<file path="src/rtl/pipe_pkg.sv">
// Shared pipeline definitions: stage payload layouts, widths and the NOP bubble.
package pipe_pkg;

  localparam int unsigned PC_W    = 32;
  localparam int unsigned INSTR_W = 32;

  localparam logic [INSTR_W-1:0] NOP_INSTR = 32'hE1A0_0000;

  typedef struct packed {
    logic [PC_W-1:0]    pc;
    logic [INSTR_W-1:0] instr;
  } if_id_t;

  typedef struct packed {
    logic [PC_W-1:0] pc;
    logic [31:0]     rs1_val;
    logic [31:0]     rs2_val;
    logic [31:0]     imm;
    logic [4:0]      rd;
  } id_ex_t;

  localparam int unsigned IF_ID_W = $bits(if_id_t);
  localparam int unsigned ID_EX_W = $bits(id_ex_t);

  // Bubble for an IF/ID boundary that should decode as a harmless instruction.
  localparam logic [IF_ID_W-1:0] IF_ID_BUBBLE = {{PC_W{1'b0}}, NOP_INSTR};

endpackage

</file>
<file path="src/rtl/pipe_stage_slot.sv">
// One pipeline entry: valid bit plus payload, with clear > load > hold priority.
module pipe_stage_slot
  import pipe_pkg::*;
#(
  parameter int unsigned         DATA_W     = IF_ID_W,
  parameter logic [DATA_W-1:0]   BUBBLE_VAL = '0
) (
  input  logic              clk,
  input  logic              rst,
  input  logic              clear_i,
  input  logic              load_i,
  input  logic              valid_i,
  input  logic [DATA_W-1:0] data_i,
  output logic              valid_o,
  output logic [DATA_W-1:0] data_o
);

  logic              valid_q;
  logic [DATA_W-1:0] data_q;

  // An empty slot always carries the bubble so consumers never see stale data.
  always_ff @(posedge clk or posedge rst) begin
    if (rst) begin
      valid_q <= 1'b0;
      data_q  <= BUBBLE_VAL;
    end else if (clear_i) begin
      valid_q <= 1'b0;
      data_q  <= BUBBLE_VAL;
    end else if (load_i) begin
      valid_q <= valid_i;
      data_q  <= valid_i ? data_i : BUBBLE_VAL;
    end
  end

  assign valid_o = valid_q;
  assign data_o  = data_q;

endmodule

</file>
<file path="src/rtl/pipe_stage_reg.sv">
// Elastic pipeline register with freeze/flush; define PIPE_STAGE_SKID_EN for a
// two-entry skid build whose in_ready is registered.
module pipe_stage_reg
  import pipe_pkg::*;
#(
  parameter int unsigned       DATA_W     = IF_ID_W,
  parameter logic [DATA_W-1:0] BUBBLE_VAL = '0
) (
  input  logic              clk,
  input  logic              rst,
  input  logic              in_valid,
  output logic              in_ready,
  input  logic [DATA_W-1:0] in_data,
  output logic              out_valid,
  input  logic              out_ready,
  output logic [DATA_W-1:0] out_data,
  input  logic              freeze,
  input  logic              flush,
  output logic [1:0]        occupancy
);

  logic              m_valid;
  logic [DATA_W-1:0] m_data;
  logic              m_adv;
  logic              m_load_valid;
  logic [DATA_W-1:0] m_load_data;
  logic              in_fire;
  logic              out_fire;

  assign out_valid = m_valid & ~freeze;
  assign out_data  = m_data;
  assign out_fire  = out_valid & out_ready;
  assign in_fire   = in_valid & in_ready;
  assign m_adv     = ~freeze & (out_fire | ~m_valid);

  pipe_stage_slot #(
    .DATA_W     (DATA_W),
    .BUBBLE_VAL (BUBBLE_VAL)
  ) u_main (
    .clk     (clk),
    .rst     (rst),
    .clear_i (flush),
    .load_i  (m_adv),
    .valid_i (m_load_valid),
    .data_i  (m_load_data),
    .valid_o (m_valid),
    .data_o  (m_data)
  );

`ifdef PIPE_STAGE_SKID_EN
  logic              s_valid;
  logic [DATA_W-1:0] s_data;
  logic              s_load;
  logic              s_load_valid;
  logic              ready_d;
  logic              ready_q;

  // When M advances it drains S (S cannot accept then since in_ready tracks !S);
  // when M holds, any accepted payload parks in S.
  always_comb begin
    m_load_valid = s_valid | in_fire;
    m_load_data  = s_valid ? s_data : in_data;
    s_load       = m_adv ? s_valid : in_fire;
    s_load_valid = ~m_adv;
    if (flush)       ready_d = 1'b1;
    else if (s_load) ready_d = ~s_load_valid;
    else             ready_d = ~s_valid;
  end

  pipe_stage_slot #(
    .DATA_W     (DATA_W),
    .BUBBLE_VAL (BUBBLE_VAL)
  ) u_skid (
    .clk     (clk),
    .rst     (rst),
    .clear_i (flush),
    .load_i  (s_load),
    .valid_i (s_load_valid),
    .data_i  (in_data),
    .valid_o (s_valid),
    .data_o  (s_data)
  );

  always_ff @(posedge clk or posedge rst) begin
    if (rst) ready_q <= 1'b0;
    else     ready_q <= ready_d;
  end

  assign in_ready  = ready_q & ~freeze;
  assign occupancy = {1'b0, m_valid} + {1'b0, s_valid};
`else
  always_comb begin
    m_load_valid = in_fire;
    m_load_data  = in_data;
  end

  assign in_ready  = ~rst & ~freeze & (~m_valid | out_ready);
  assign occupancy = {1'b0, m_valid};
`endif

endmodule

</file>
<file path="config.mk">
export PLATFORM = sky130hd
export DESIGN_NAME = pipe_stage_reg
export DESIGN_NICKNAME = d
export VERILOG_FILES = /design/src/rtl/pipe_pkg.sv /design/src/rtl/pipe_stage_slot.sv /design/src/rtl/pipe_stage_reg.sv
export SDC_FILE = /design/constraint.sdc
export NUM_CORES = 1
export LEC_CHECK = 0
export ABC_AREA = 1
export CAP_MARGIN = 20
export CORE_UTILIZATION = 40
export DETAILED_ROUTE_END_ITERATION = 7
export HOLD_SLACK_MARGIN = 0.06
export PLACE_DENSITY = 0.8
export SETUP_SLACK_MARGIN = 0.5
export SLEW_MARGIN = 5
export SYNTH_ARGS = -nofsm -noshare
export SYNTH_HDL_FRONTEND = slang
export SYNTH_HIERARCHICAL = 1
export SYNTH_SLANG_ARGS = --single-unit
</file>
<file path="constraint.sdc">
create_clock -name clk -period 2.3 [get_ports clk]
set_clock_uncertainty 0.05 [all_clocks]
set_input_delay 0.345 -clock clk [delete_from_list [all_inputs] [get_ports clk]]
set_output_delay 0.345 -clock clk [all_outputs]
set_load 0.01 [all_outputs]
</file>
* After elaboration in Yosys (flattened, before gate mapping) *
Index checks and enable logic that the tools add are counted.
W data, S select, Z words.

word-level totals
  flip-flop bits (word level) = 65
  latch bits = 0
  memory bits (writable) = 0
  memory bits (read-only) = 0
  input bits = 70
  output and inout port bits = 68
  word-level logic and storage cells = 19
  memories = 0

operators by class
  add/sub/neg operators = 0
  multiply operators = 0
  divide/modulo/power cells = 0
  order comparisons = 0
  equality and inequality tests = 0
  shifts and indexed selects = 0
  multiplexer cells = 5
  bitwise logic cells = 11
  reductions and logical operators = 1

operators with widths
  kind                number
  $mux W64            3
  $and A1 B1 Y1       6
  $not A1 Y1          3
  $mux W1             2
  $or A1 B1 Y1        2
  $reduce_bool A2 Y1  1

* Longest topological paths before layout *
Gate-level depths: netlist of the first run.

  depth in word-level cells = 7
  depth in mapped cells = 8
  depth with buffers taken out = 6

* Modules after synthesis *
The synthesis of the first run kept the hierarchy.

by module, submodules not included
  module           times used  cells an instance  area each (um^2)  seq. area each (um^2)
  pipe_stage_slot  1           291                2705.1            1626.6
  pipe_stage_reg   1           13                 60.1              0.0

* Worst setup path after synthesis of the first run *
OpenSTA, ideal clock, no wires.

  kind = reg2reg
  start = register u_main.valid_q (netlist: u_main/valid_o)
  end = register u_main.data_q[12] (netlist: u_main/data_o[12])
  library setup time = 66 ps
  arrival = 1119 ps
  data required time = 2184 ps
  path slack = 1066 ps
  stages on the path, launching flop included = 8
  path buffers = 2
  period minus slack after synthesis = 1234 ps
  cells stage by stage = dfrtp_1 > nand2_1 > nand2_1 > nor2_2 > buf_2 > buf_2 > nand4_1 > nand2_1

between the ends
  longest elaborated chain between the ends = 7
  elaborated cells on any way between the ends = 12
  classes of those cells = 3 x mux; 8 x bitwise; 1 x reduce/logical

ends and longest elaborated chain
  item                      line                   text
  start: declaration        pipe_stage_slot.sv:18  logic valid_q;
  start signal: assignment  pipe_stage_slot.sv:30  valid_q <= valid_i;
  $not A1 Y1                pipe_stage_reg.sv:97   assign in_ready = ~rst & ~freeze & (~m_valid | out_ready);
  $or A1 B1 Y1              pipe_stage_reg.sv:97
  $and A1 B1 Y1             pipe_stage_reg.sv:97
  $and A1 B1 Y1             pipe_stage_reg.sv:33   assign in_fire = in_valid & in_ready;
  net in_fire               pipe_stage_reg.sv:27   logic in_fire;
  $mux W64                  pipe_stage_slot.sv:31  data_q <= valid_i ? data_i : BUBBLE_VAL;
  $mux W64                  pipe_stage_slot.sv:29  end else if (load_i) begin
  $mux W64                  pipe_stage_slot.sv:26  end else if (clear_i) begin
  end signal: assignment    pipe_stage_slot.sv:31
  end: declaration          pipe_stage_slot.sv:19  logic [DATA_W-1:0] data_q;

The timed path passes the listed nets, and every way through them passes these cells. The select of a mux whose other input is x is not followed.
A chain may end at the register's enable or synchronous reset.

* Worst setup path after layout of the first run *
  start = input port out_ready
  end = output port in_ready

between the ends
  longest elaborated chain between the ends = 2

ends and longest elaborated chain
  item                line                  text
  start: declaration  pipe_stage_reg.sv:15  input logic out_ready,
  $or A1 B1 Y1        pipe_stage_reg.sv:97
  $and A1 B1 Y1       pipe_stage_reg.sv:97
  end: declaration    pipe_stage_reg.sv:12  output logic in_ready,

Every way passes these cells.

==> impl_metrics.ini, run 1 <==
[synthesis]
synth_area_sq_mm = 0.00277
syn-num-nets = 374
synth_cells = 304
synth_top_area_share = 0.588
synth.most_common_cell = nand2_1
synth-seq-cells = 65
yosysWarningCount = 6
synth-edff-count = 0
yosysSeqAreaShare = 0.588
synth_area_leaders = dfrtp_1 59%, nand2_1 18%, nand4_1 14%
synth.distinct_cells = 14
ys_async_sr_fraction = 1.00
synth_top_cell_by_area = dfrtp_1
synth_common_cells = 132 x nand2_1, 65 x dfrtp_1, 64 x nand4_1, 16 x buf_2, 6 x inv_1
synth_flop_cell = dfrtp_1
avgSynthCellArea_sq_um = 9.10

[route]
viasPerCell = 5.07
dr_total_vias = 2577
post_drt_wl_per_cell_um = 14.4
drt_first_iter_violations = 106
drc = 0
drt_first_pass_iters = 4
antenna_left = 0
drt_wl_total_um = 7290

[timing]
setup_ws_ns = 0.537
slew_viol_final = 0
hold_slack_ns = 0.0546
max_freq_mhz = 567
fin_crit_sh = 0.766
finalSetupTns_ns = 0
setup_violations = 0
finalHoldViolCount = 0
finalCriticalPeriod_ns = 1.76
rsz0062_at_grt = true

[floorplanning]
ios = 138
initial_core_util = 0.426
die_y_um = 85.1
fp.coreArea_sq_mm = 0.00649
die_w_um = 85.1
die_area_sq_mm = 0.00725
floorplan.rows = 29

[run_status]
status = completed

[grt]
grt_pass1_vias = 2529
grt_max_degree = 66
overflow = 0
antenna_found_initial = 0
grt_pass1_wl_um = 12300
grt_use_total = 0.216

[layout]
multi_input_area_sq_um = 951
syn2layout_area_growth_pct = 57.1
instances_no_fill = 508
fill_cells = 525
fin_nets = 498
seqCellArea_sq_mm = 0.00163
drive_gt1_frac = 0.0557
diodes = 0

[clocking]
cts_root_buf = clkbuf_8
insertion_delay_ns = 0.31
clockBufferDepth = 2
cts.sink_count = 65
numCtsBuffers = 9
htree_levels = 3
postCtsHoldBufs = 0
cts_tree = done
path_clk_slew_ns = 0.06

[placed_design]
portBuffers = 136
hpwl_um = 4740
place_ws_ns = 0.245
gp_congestion = 0.744
dp.cells = 493

[power]
leakagePower_uw = 0.00214
vdd_ir_drop_max_mv = 0.264
power.density_mw_per_mm2 = 523

[run]
maxCapViolations = 0

[setup_path]
worstSetupPathType = input port to output pin
startpoint_type = input port
cp.required_ns = 1.90
crit_arrival_ns = 1.37
worstSetupEndpointType = output pin
cp_max_fo = 2

[min_path]
hold_path_class = input port to async pin
[repair_timing]
action / in CTS / in global routing
gates resized for setup: 3 / 2
pin swaps: 0 / 0
gates cloned: 0 / 0
buffers inserted: 1 / 0
setup endpoints to repair: 2 / 2
[report_power, final]
group,leakage (uW),internal (uW),switching [uW]
combinational,0.00115,162,141
clock,0.0000826,440,358
sequential,0.000901,1160,9.53
[state kept, by name, summed over array words and instances (netlist names)]
| signal | count |
|---|---|
| u_main/data_o | 64 |
| u_main/valid_o | 1 |
[per-stage QoR]
step,instance area (sq um),total power (uW),utilization
floorplan,2770,1310,-
global placement,4170,1490,0.642
detailed placement,4170,1500,0.642
CTS,4340,2310,0.668
global route,4340,2380,0.669
finish,4340,2270,0.669
[cell families after synthesis]
kind of cell | Yosys count | share of synthesized area
buffers and inverters | 36 | 0.0765
and+or+nand+nor | 201 | 0.332
AOI/OAI and AO/OA | 1 | 0.00181
other | 1 | 0.00136
DFF | 65 | 0.588
[final cells by class]
cell class | instances | share of cell area
sequential | 65 | 0.375
timing repair buffer | 143 | 0.341
multi-input combinational | 203 | 0.219
clock buffer | 14 | 0.0375
tap | 77 | 0.0222
inverter | 6 | 0.00605
[critical path, cell delays in order]
cell             delay, ns
clkdlybuf4s50_1       0.40
inv_1                 0.11
nand2_1               0.07
nand2_1               0.12
inv_1                 0.05
dlygate4sd2_1         0.28
[layout by cell type (no fill, tap or decap), drive strengths merged]
cell type	synthesis	layout
nand2	132	132
clkdlybuf4s50	0	132
dfrtp	65	65
nand4	64	64
clkbuf	2	14
buf	28	7
inv	6	5
nor2	4	4
dlygate4sd2	0	2
dlymetal6s2s	0	2
a21oi	1	1
conb	1	1
clkinvlp	0	1
nand3	1	1
[path summary, 6_finish.rpt]
path	cells past startpoint	from	to	slack, ns
worst max-delay path	6	out_ready	in_ready	0.54
worst min-delay path	2	rst	u_main/data_o[34]$_DFFE_PP0P_	0.05
max in group asynchronous	3	rst	u_main/data_o[51]$_DFFE_PP0P_	1.60
worst min register to register	2	u_main/data_o[62]$_DFFE_PP0P_	u_main/data_o[62]$_DFFE_PP0P_	0.43
min in group clk	2	u_main/data_o[62]$_DFFE_PP0P_	u_main/data_o[62]$_DFFE_PP0P_	0.43
worst max register to register	5	u_main/valid_o$_DFFE_PP0P_	u_main/data_o[6]$_DFFE_PP0P_	0.82
[routing by layer]
metal | wire (um) | vias to the layer above | track usage | share of wire
met5 | 0 | - | 0 | 0
met4 | 97 | 0 | 0.0894 | 0.013
met3 | 458 | 9 | 0.0438 | 0.063
met2 | 3540 | 104 | 0.348 | 0.49
met1 | 3200 | 1207 | 0.286 | 0.44
li1 | - | 1257 | - | -
No activity file was read; power rests on OpenSTA's default activity.
==> run 2: changes to the inputs <==
--- a/config.mk
+++ b/config.mk
@@ -7,10 +7,10 @@
 export LEC_CHECK = 0
 export ABC_AREA = 1
 export CAP_MARGIN = 20
-export CORE_UTILIZATION = 40
+export CORE_UTILIZATION = 36
 export DETAILED_ROUTE_END_ITERATION = 7
 export HOLD_SLACK_MARGIN = 0.06
-export PLACE_DENSITY = 0.8
+export PLACE_DENSITY = 0.76
 export SETUP_SLACK_MARGIN = 0.5
 export SLEW_MARGIN = 5
 export SYNTH_ARGS = -nofsm -noshare
==> constraint.sdc (replaced) <==
create_clock -name clk -period 1.4 [get_ports clk]
set_clock_uncertainty 0.05 [all_clocks]
set_input_delay 0.21 -clock clk [delete_from_list [all_inputs] [get_ports clk]]
set_output_delay 0.21 -clock clk [all_outputs]
set_load 0.01 [all_outputs]
==> run 2 against run 1 <==
Effect of this change:
- the flow now finishes with violations (setup timing)
- largest cell class is now non-clock buffers
- cell area grew 9.7%
- utilization decreased by 1.9 points
- power grew 79%
- cell count up 14%
- routed wire length grew 25%
- sequential share of layout area decreased by 3.3 points
- global-route usage shrank 1.3 points
- die area rose by 11%
- clock power increased by 92%
- sequential power increased by 64%
==> impl_metrics.ini, run 2 (same netlist as run 1, synthesis figures left out) <==
[grt]
antenna_found_initial = 0
grt_use_total = 0.202
grt_pass1_vias = 2558
grt_max_degree = 48
overflow = 0
grt_pass1_wl_um = 12300

[layout]
final_common_cell = nand2_1
fin_area_sq_mm = 0.00476
fin_nets = 543
largest_reg_flops = 64
drive_gt1_frac = 0.299
most-common-layout-cells = 127 x nand2_1, 69 x clkdlybuf4s50_1, 65 x dfrtp_1, 64 x nand4_1, 43 x buf_2
diodes = 0
syn2layout_area_growth_pct = 72.3
instances_no_fill = 577

[placed_design]
gp_congestion = 0.739
place_ws_ns = -0.317
dp.cells = 524
portBuffers = 136
hpwl_um = 5300
dpl-instance-area_sq_mm = 0.00431

[timing]
setup_violations = 65
finalCriticalPeriod_ns = 1.52
slew_viol_final = 0
max_freq_mhz = 660
fin_crit_sh = 1.08
setup_ws_ns = -0.116
finalHoldViolCount = 0
rsz0062_at_grt = true

[run_status]
violations = setup timing
status = complete, but fails checks

[setup_path]
reg2reg_to = u_main/data_o[31]$_DFFE_PP0P_
cp.required_ns = 1.61
r2r_slack_ns = -0.12
worstSetupPathType = flop to flop
worstSetupEndpointType = flop
startpoint_type = flop
cp_slowest_stage_delay_ns = 0.39
reg2reg_depth = 9
crit_slowest_cell = dfrtp_1
cp_max_fo = 14
path_cells = buf_6 > nand2_1 > nand2_2 > buf_6 > nor2_4 > buf_12 > buf_16 > nand4_1 > nand2_1
r2r_start = u_main/valid_o$_DFFE_PP0P_
crit_arrival_ns = 1.72

[power]
p_clk_frac = 0.375
swShare = 0.234
combPwrFrac = 0.153
pwr-share-seq = 0.471
power_switching_uw = 953
power.density_mw_per_mm2 = 855
power_uw = 4080
leakagePower_uw = 0.00258
power.internal_uw = 3120
vdd_ir_drop_max_mv = 0.413

[route]
drc = 0
drt_first_iter_violations = 130
drt_wl_total_um = 9150
post_drt_wl_per_cell_um = 15.9
antenna_left = 0
viasPerCell = 4.99
drt_first_pass_iters = 4
dr_total_vias = 2877

[clocking]
path_clk_slew_ns = 0.07
cts_root_buf = clkbuf_8
clockBufferDepth = 2
cts_tree = done
insertion_delay_ns = 0.32
cts.sink_count = 65
numCtsBuffers = 9
htree_levels = 3
postCtsHoldBufs = 0

[floorplanning]
floorplan.rows = 31
die_w_um = 89.6
fp.coreArea_sq_mm = 0.00733
ios = 138
die_area_sq_mm = 0.00804
die_y_um = 89.6
initial_core_util = 0.377

[run]
maxCapViolations = 0

[min_path]
hold_path_class = input port to async pin
==> run 2: power by group through the flow <==
stage	clock network, uW	logic [uW]	registers (uW)
after CTS	1570	549	1920
final	1530	625	1920
after global routing	1650	668	1920
after global placement	0	538	1950
after detailed placement	0	543	1950
after floorplan	0	195	1970
==> run 2: per-stage QoR <==
step	TNS, ns	hold slack (ns)	utilization
floorplan	0	0.298	-
global placement	-14.77	0.404	0.588
detailed placement	-18.36	0.409	0.588
CTS	-3.50	0.212	0.594
global route	-9.04	0.243	0.650
finish	-4.19	0.224	0.650
==> run 2: worst max path at each step <==
stage / startpoint / end / slack, ns
2_1_floorplan: u_main/valid_o$_DFFE_PP0P_ / u_main/data_o[62]$_DFFE_PP0P_ / 0.23
3_3_place_gp: out_ready / in_ready / -0.28
3_5_place_dp: out_ready / u_main/data_o[1]$_DFFE_PP0P_ / -0.32
4_1_cts: u_main/valid_o$_DFFE_PP0P_ / u_main/data_o[2]$_DFFE_PP0P_ / -0.07
5_1_grt: u_main/valid_o$_DFFE_PP0P_ / u_main/data_o[16]$_DFFE_PP0P_ / -0.18
6_report: u_main/valid_o$_DFFE_PP0P_ / u_main/data_o[31]$_DFFE_PP0P_ / -0.12
==> run 2: final cells by class <==
| class | count | area, sq um |
|---|---|---|
| Timing Repair Buffer | 188 | 1840 |
| Sequential cell | 65 | 1630 |
| Clock inverter | 3 | 40.0 |
| Clock buffer | 13 | 149 |
| Inverter | 6 | 26.3 |
| Tap cell | 99 | 124 |
| Multi-Input combinational cell | 203 | 963 |
| Fill cell | 573 | 2570 |
==> run 2: routing by layer <==
layer | part of all wire | track usage | vias to the layer above
met5 | 0 | 0 | -
met2 | 0.52 | 0.342 | 117
met1 | 0.41 | 0.254 | 1391
met4 | 0.013 | 0.0808 | 0
li1 | - | - | 1357
met3 | 0.063 | 0.0430 | 12
==> run 2: critical path: cells and delay by family, from the launching register on <==
family,cells,cell delay (ns)
buf+inv,4,0.57
flops,1,0.39
simple gates,5,0.44
==> run 2: what timing repair did <==
| action | 4_1_cts | 5_1_grt |
|---|---|---|
| pin swaps | 1 | 2 |
| cloned | 1 | 9 |
| endpoints found under the setup margin | 132 | 132 |
| resized for setup | 277 | 28 |
| buffers inserted | 12 | 15 |
